===== config.mk =====
export PLATFORM = sky130hd
export DESIGN_NAME = fp_vec_accum
export DESIGN_NICKNAME = d
export VERILOG_FILES = /design/src/rtl/fp_pkg.sv /design/src/rtl/fp_vec_accum.sv
export SDC_FILE = /design/constraint.sdc
export NUM_CORES = 1
export LEC_CHECK = 0
export ABC_AREA = 1
export CAP_MARGIN = 20
export CORE_MARGIN = 4
export CORE_UTILIZATION = 47
export DETAILED_ROUTE_END_ITERATION = 10
export HOLD_SLACK_MARGIN = 0.12
export PLACE_DENSITY_LB_ADDON = 0.25
export SYNTH_ARGS = -nofsm -noshare
export SYNTH_HDL_FRONTEND = slang
export SYNTH_SLANG_ARGS = --single-unit

===== constraint.sdc =====
create_clock -name clk -period 2.69 [get_ports clk]
set_input_delay 0.269 -clock clk [delete_from_list [all_inputs] [get_ports clk]]
set_output_delay 0.269 -clock clk [all_outputs]
set_load 0.005 [all_outputs]

===== src/rtl/fp_pkg.sv =====
// fp_pkg: shared binary64 constants, zero-detect helper and the accumulator
// sequencer state encoding. Imported by fp_vec_accum.
package fp_pkg;

    localparam int          FP64_W    = 64;
    localparam logic [63:0] FP64_ZERO = 64'h0;
    localparam logic [63:0] FP64_ONE  = 64'h3FF0000000000000;

    typedef enum logic [2:0] {
        IDLE,
        FETCH,
        ISSUE,
        WAIT,
        DONE
    } fp_acc_state_t;

    // True for +0 and -0: the sign bit is ignored.
    function automatic logic is_zero(input logic [63:0] v);
        return v[62:0] == 63'h0;
    endfunction

endpackage


===== src/rtl/fp_vec_accum.sv =====
// fp_vec_accum: serial binary64 vector-sum sequencer feeding an external
// fp_adder. Elements arrive on in_* (framed by in_last); each element after
// the first is issued to the adder as (running sum, element) on add_*, and
// the adder result becomes the new running sum. One sum per vector is
// presented on out_* with the accepted element count.
//
// Ports:
//   clk, rst_n                  clock, synchronous active-low reset
//   in_valid/in_ready/in_data/in_last   element stream
//   add_valid/add_a/add_b       one-cycle issue to fp_adder
//   add_finish/add_result       fp_adder completion
//   out_valid/out_ready/out_data/out_count  vector sum + element count
//
// Config macro: FP_ACC_ZERO_SKIP_EN -- when defined, +/-0 elements seen in
// FETCH are absorbed without an adder round-trip.
module fp_vec_accum
    import fp_pkg::*;
#(
    parameter int DATA_W = 64,
    parameter int CNT_W  = 16
) (
    input  logic              clk,
    input  logic              rst_n,
    input  logic              in_valid,
    output logic              in_ready,
    input  logic [DATA_W-1:0] in_data,
    input  logic              in_last,
    output logic              add_valid,
    output logic [DATA_W-1:0] add_a,
    output logic [DATA_W-1:0] add_b,
    input  logic              add_finish,
    input  logic [DATA_W-1:0] add_result,
    output logic              out_valid,
    input  logic              out_ready,
    output logic [DATA_W-1:0] out_data,
    output logic [CNT_W-1:0]  out_count
);

    fp_acc_state_t     state_q, state_d;
    logic [DATA_W-1:0] acc_q, acc_d;
    logic [DATA_W-1:0] add_a_q, add_a_d;
    logic [DATA_W-1:0] add_b_q, add_b_d;
    logic [CNT_W-1:0]  cnt_q, cnt_d;
    logic              last_q, last_d;
    logic              in_ready_q, in_ready_d;
    logic              add_valid_q, add_valid_d;
    logic              out_valid_q, out_valid_d;

    logic             accept;
    logic [CNT_W-1:0] cnt_inc;

    assign accept  = in_valid & in_ready_q;
    // Count sticks at all-ones; summing continues regardless.
    assign cnt_inc = (cnt_q == {CNT_W{1'b1}}) ? cnt_q : cnt_q + 1'b1;

    always_comb begin
        state_d = state_q;
        acc_d   = acc_q;
        add_a_d = add_a_q;
        add_b_d = add_b_q;
        cnt_d   = cnt_q;
        last_d  = last_q;
        case (state_q)
            IDLE: begin
                if (accept) begin
                    acc_d   = in_data;
                    cnt_d   = {{(CNT_W-1){1'b0}}, 1'b1};
                    state_d = in_last ? DONE : FETCH;
                end
            end
            FETCH: begin
                if (accept) begin
                    cnt_d = cnt_inc;
`ifdef FP_ACC_ZERO_SKIP_EN
                    if (is_zero(in_data)) begin
                        // acc + (+/-0) == acc except -0 + +0; keeping acc
                        // as-is is the intended result here.
                        state_d = in_last ? DONE : FETCH;
                    end else begin
                        add_a_d = acc_q;
                        add_b_d = in_data;
                        last_d  = in_last;
                        state_d = ISSUE;
                    end
`else
                    add_a_d = acc_q;
                    add_b_d = in_data;
                    last_d  = in_last;
                    state_d = ISSUE;
`endif
                end
            end
            ISSUE: state_d = WAIT;
            WAIT: begin
                if (add_finish) begin
                    acc_d   = add_result;
                    state_d = last_q ? DONE : FETCH;
                end
            end
            DONE: begin
                if (out_ready) state_d = IDLE;
            end
            default: state_d = IDLE;
        endcase
        // Outputs are decoded from the next state so they align with state_q.
        in_ready_d  = (state_d == IDLE) || (state_d == FETCH);
        add_valid_d = (state_d == ISSUE);
        out_valid_d = (state_d == DONE);
    end

    always_ff @(posedge clk) begin
        if (!rst_n) begin
            state_q     <= IDLE;
            acc_q       <= FP64_ZERO;
            add_a_q     <= FP64_ZERO;
            add_b_q     <= FP64_ZERO;
            cnt_q       <= '0;
            last_q      <= 1'b0;
            in_ready_q  <= 1'b0;
            add_valid_q <= 1'b0;
            out_valid_q <= 1'b0;
        end else begin
            state_q     <= state_d;
            acc_q       <= acc_d;
            add_a_q     <= add_a_d;
            add_b_q     <= add_b_d;
            cnt_q       <= cnt_d;
            last_q      <= last_d;
            in_ready_q  <= in_ready_d;
            add_valid_q <= add_valid_d;
            out_valid_q <= out_valid_d;
        end
    end

    assign in_ready  = in_ready_q;
    assign add_valid = add_valid_q;
    assign add_a     = add_a_q;
    assign add_b     = add_b_q;
    assign out_valid = out_valid_q;
    // acc/cnt are frozen in DONE, so they serve directly as the held output.
    assign out_data  = acc_q;
    assign out_count = cnt_q;

endmodule


==> results.cfg <==
[yosys]
synthTopCellsByCount = nor2_1, nand2_1, dfxtp_1
netlist_area_um2 = 8590
ys_seq_elements = 215
syn_inst = 1250
synth_most_common_cell = nor2_1
synth_largest_area_cell = dfxtp_1
ys_async_sr_fraction_pct = 0
synth-seq-area-share_pct = 50.1
yosysTopAreaCellShare_pct = 50.1
syn-num-nets = 1385
yosys-top-cells-area = dfxtp_1, nor2_1, nand2_1
yosys_warnings = 0
synth_edf_count = 0
synth_ff_type = dfxtp_1
yosysUniqueCellTypes = 25
syn_avg_cell_area_um2 = 6.87

[timing]
finalHoldViolCount = 0
finalSetupViolCount = 0
rsz0062_at_grt = false
worstMarginPinSlew_ns = 0.775
fin_setup_tns_ns = 0
slew_headroom_pct = 48.3
min_period_ns = 2.18
setup_ws_ns = 0.515
fin_worst_skew_ns = 0.0126
period_share_pct = 80.9
maxSlewViolCount = 0
max_freq_mhz = 460

[drt]
drtAntennaViolNets = 0
vias_per_cell = 5.10
routedWlPerCell_um = 16.2
drt_first_pass_iters = 5
route.detailed.drc = 0
routed_wl_mm = 29.1
via_count = 9164
drtIter0Drc = 557

[critical_path]
crit_fanout = 66
crit_type = flip-flop to flip-flop
cp-end-kind = flip-flop
critPathRequiredTime_ns = 3.09
startpoint_type = flip-flop
cp_data_arrival_time_ns = 2.57
r2r_setup_slack_ns = 0.51

[clock_tree]
cts.path.max_buffers = 3
cts_resized = 0
clk_pin_slew_ns = 0.06
postCtsSetupRepairBufs = 0
cts_buffers = 24
hold_buffers = 0
cts_root_buf = clkbuf_16
cts_sinks = 215
h-tree-depth = 1
insertion_delay_ns = 0.51
cts_tree = built

[die]
initial_core_util_pct = 47.8
die_area_um2 = 20500
core-area_um2 = 18000
dieHeight_um = 143
fp.dieW_um = 143
fp-row-count = 49
ioPinCount = 345

[final_layout]
syn2layout_area_growth_pct = 51.0
layout-drive-gt1-share_pct = 3.95
diodes = 0
finish.utilization_pct = 72.3
final_cells = 1797
nNetsFinal = 1685

[global_route]
grt_first_pass_wirelength_mm = 45.8
grt_max_degree = 104
grt_pass1_vias = 8866
antenna_found_initial = 0
grtUsageTotal_pct = 27.3
grt-ovfl-total = 0

[place]
place_ws_ns = 0.538
hpwl_mm = 19.7
gp_congestion = 0.873
port_buffers = 344
placedCellCount = 1753

[pwr]
ir_drop_uv = 456
powerDensity_nw_per_um2 = 611
cellLeakagePower_nw = 5.55

[hold_path]
hold_class = primary input to flip-flop

[job]
maxCapViolCount = 0

[status]
status = finished, final reports clean
[worst max-delay path: stages (launching register included)]
cell and delay (ns):
dfxtp_1 0.31, inv_1 0.08, nand2_1 0.11, nor2_4 0.11, buf_4 0.62, o21ai_4 0.12, buf_4 0.36, o21ai_0 0.27
nor2_1 0.05
[cells by family after synthesis]
kind of cell	Yosys count	share of synthesized area, %
flip-flops	215	50.1
AO/OA/AOI/OAI	222	13.1
adder cells (fa/ha/maj)	1	0.146
buffers and inverters	106	5.10
AND/OR/NAND/NOR	706	31.6
[path summary, 6_finish.rpt]
path	from	end	cells past startpoint
setup reg to reg	state_q[2]$_SDFF_PN0_	out_data[57]$_SDFFE_PN0P_	8
hold / removal	rst_n	out_count[2]$_SDFFE_PN0P_	3
hold reg to reg	out_data[10]$_SDFFE_PN0P_	add_a[10]$_SDFFE_PN0P_	2
setup / recovery	state_q[2]$_SDFF_PN0_	out_data[57]$_SDFFE_PN0P_	8
[report_power, final]
part           switching, mW  internal (mW)
registers              0.107           3.33
logic                  0.435          0.532
clock network           1.30           2.22
total                   1.84           6.09
[stage by stage]
stage / area [µm²] / hold WS (ns) / power, mW
after floorplan: 8590 / 0.404 / 3.85
after global placement: 12100 / 0.487 / 4.45
after detailed placement: 12100 / 0.492 / 4.47
after CTS: 13000 / 0.243 / 8.00
after global routing: 13000 / 0.294 / 8.26
final: 13000 / 0.250 / 7.92
[registers in the layout, indices dropped and copies added (netlist names), 3 cells and up]
name and count:
out_count 16, state_q 3, add_a 64, add_b 64, out_data 64
[layer usage]
metal / wire length, µm / vias up / global-route usage (%) / part of all wire (%)
met5: 0 / - / 0 / 0
met4: 1300 / 0 / 11.3 / 4.5
met3: 2590 / 86 / 7.17 / 8.9
met2: 13800 / 361 / 46.4 / 47
met1: 11400 / 4164 / 33.0 / 39
li1: - / 4553 / - / -
[layout by cell type, fill, tap and decap left out, types with 2 or more instances in the layout]
| cell | n |
|---|---|
| buf_12 | 3 |
| bufinv_16 | 3 |
| clkinv_2 | 5 |
| dfxtp_1 | 215 |
| nor2_1 | 418 |
| clkbuf_16 | 25 |
| buf_4 | 9 |
| a31oi_1 | 2 |
| a21oi_1 | 20 |
| nor2_4 | 2 |
| o21ai_1 | 40 |
| nand2_1 | 256 |
| inv_2 | 3 |
| nand4_1 | 2 |
| nand3_1 | 23 |
| clkbuf_1 | 2 |
| inv_1 | 21 |
| o21ai_0 | 156 |
| clkbuf_8 | 9 |
| clkdlybuf4s50_1 | 343 |
[cell type report]
type,instances,area (µm²)
timing repair buffer,355,3560
fill,1469,4980
clock buffer,36,757
clock inverter,8,115
multi-input combinational,929,3860
sequential,215,4300
inverter,25,96.3
tap,229,287
Power figures use the tool's default switching activity.
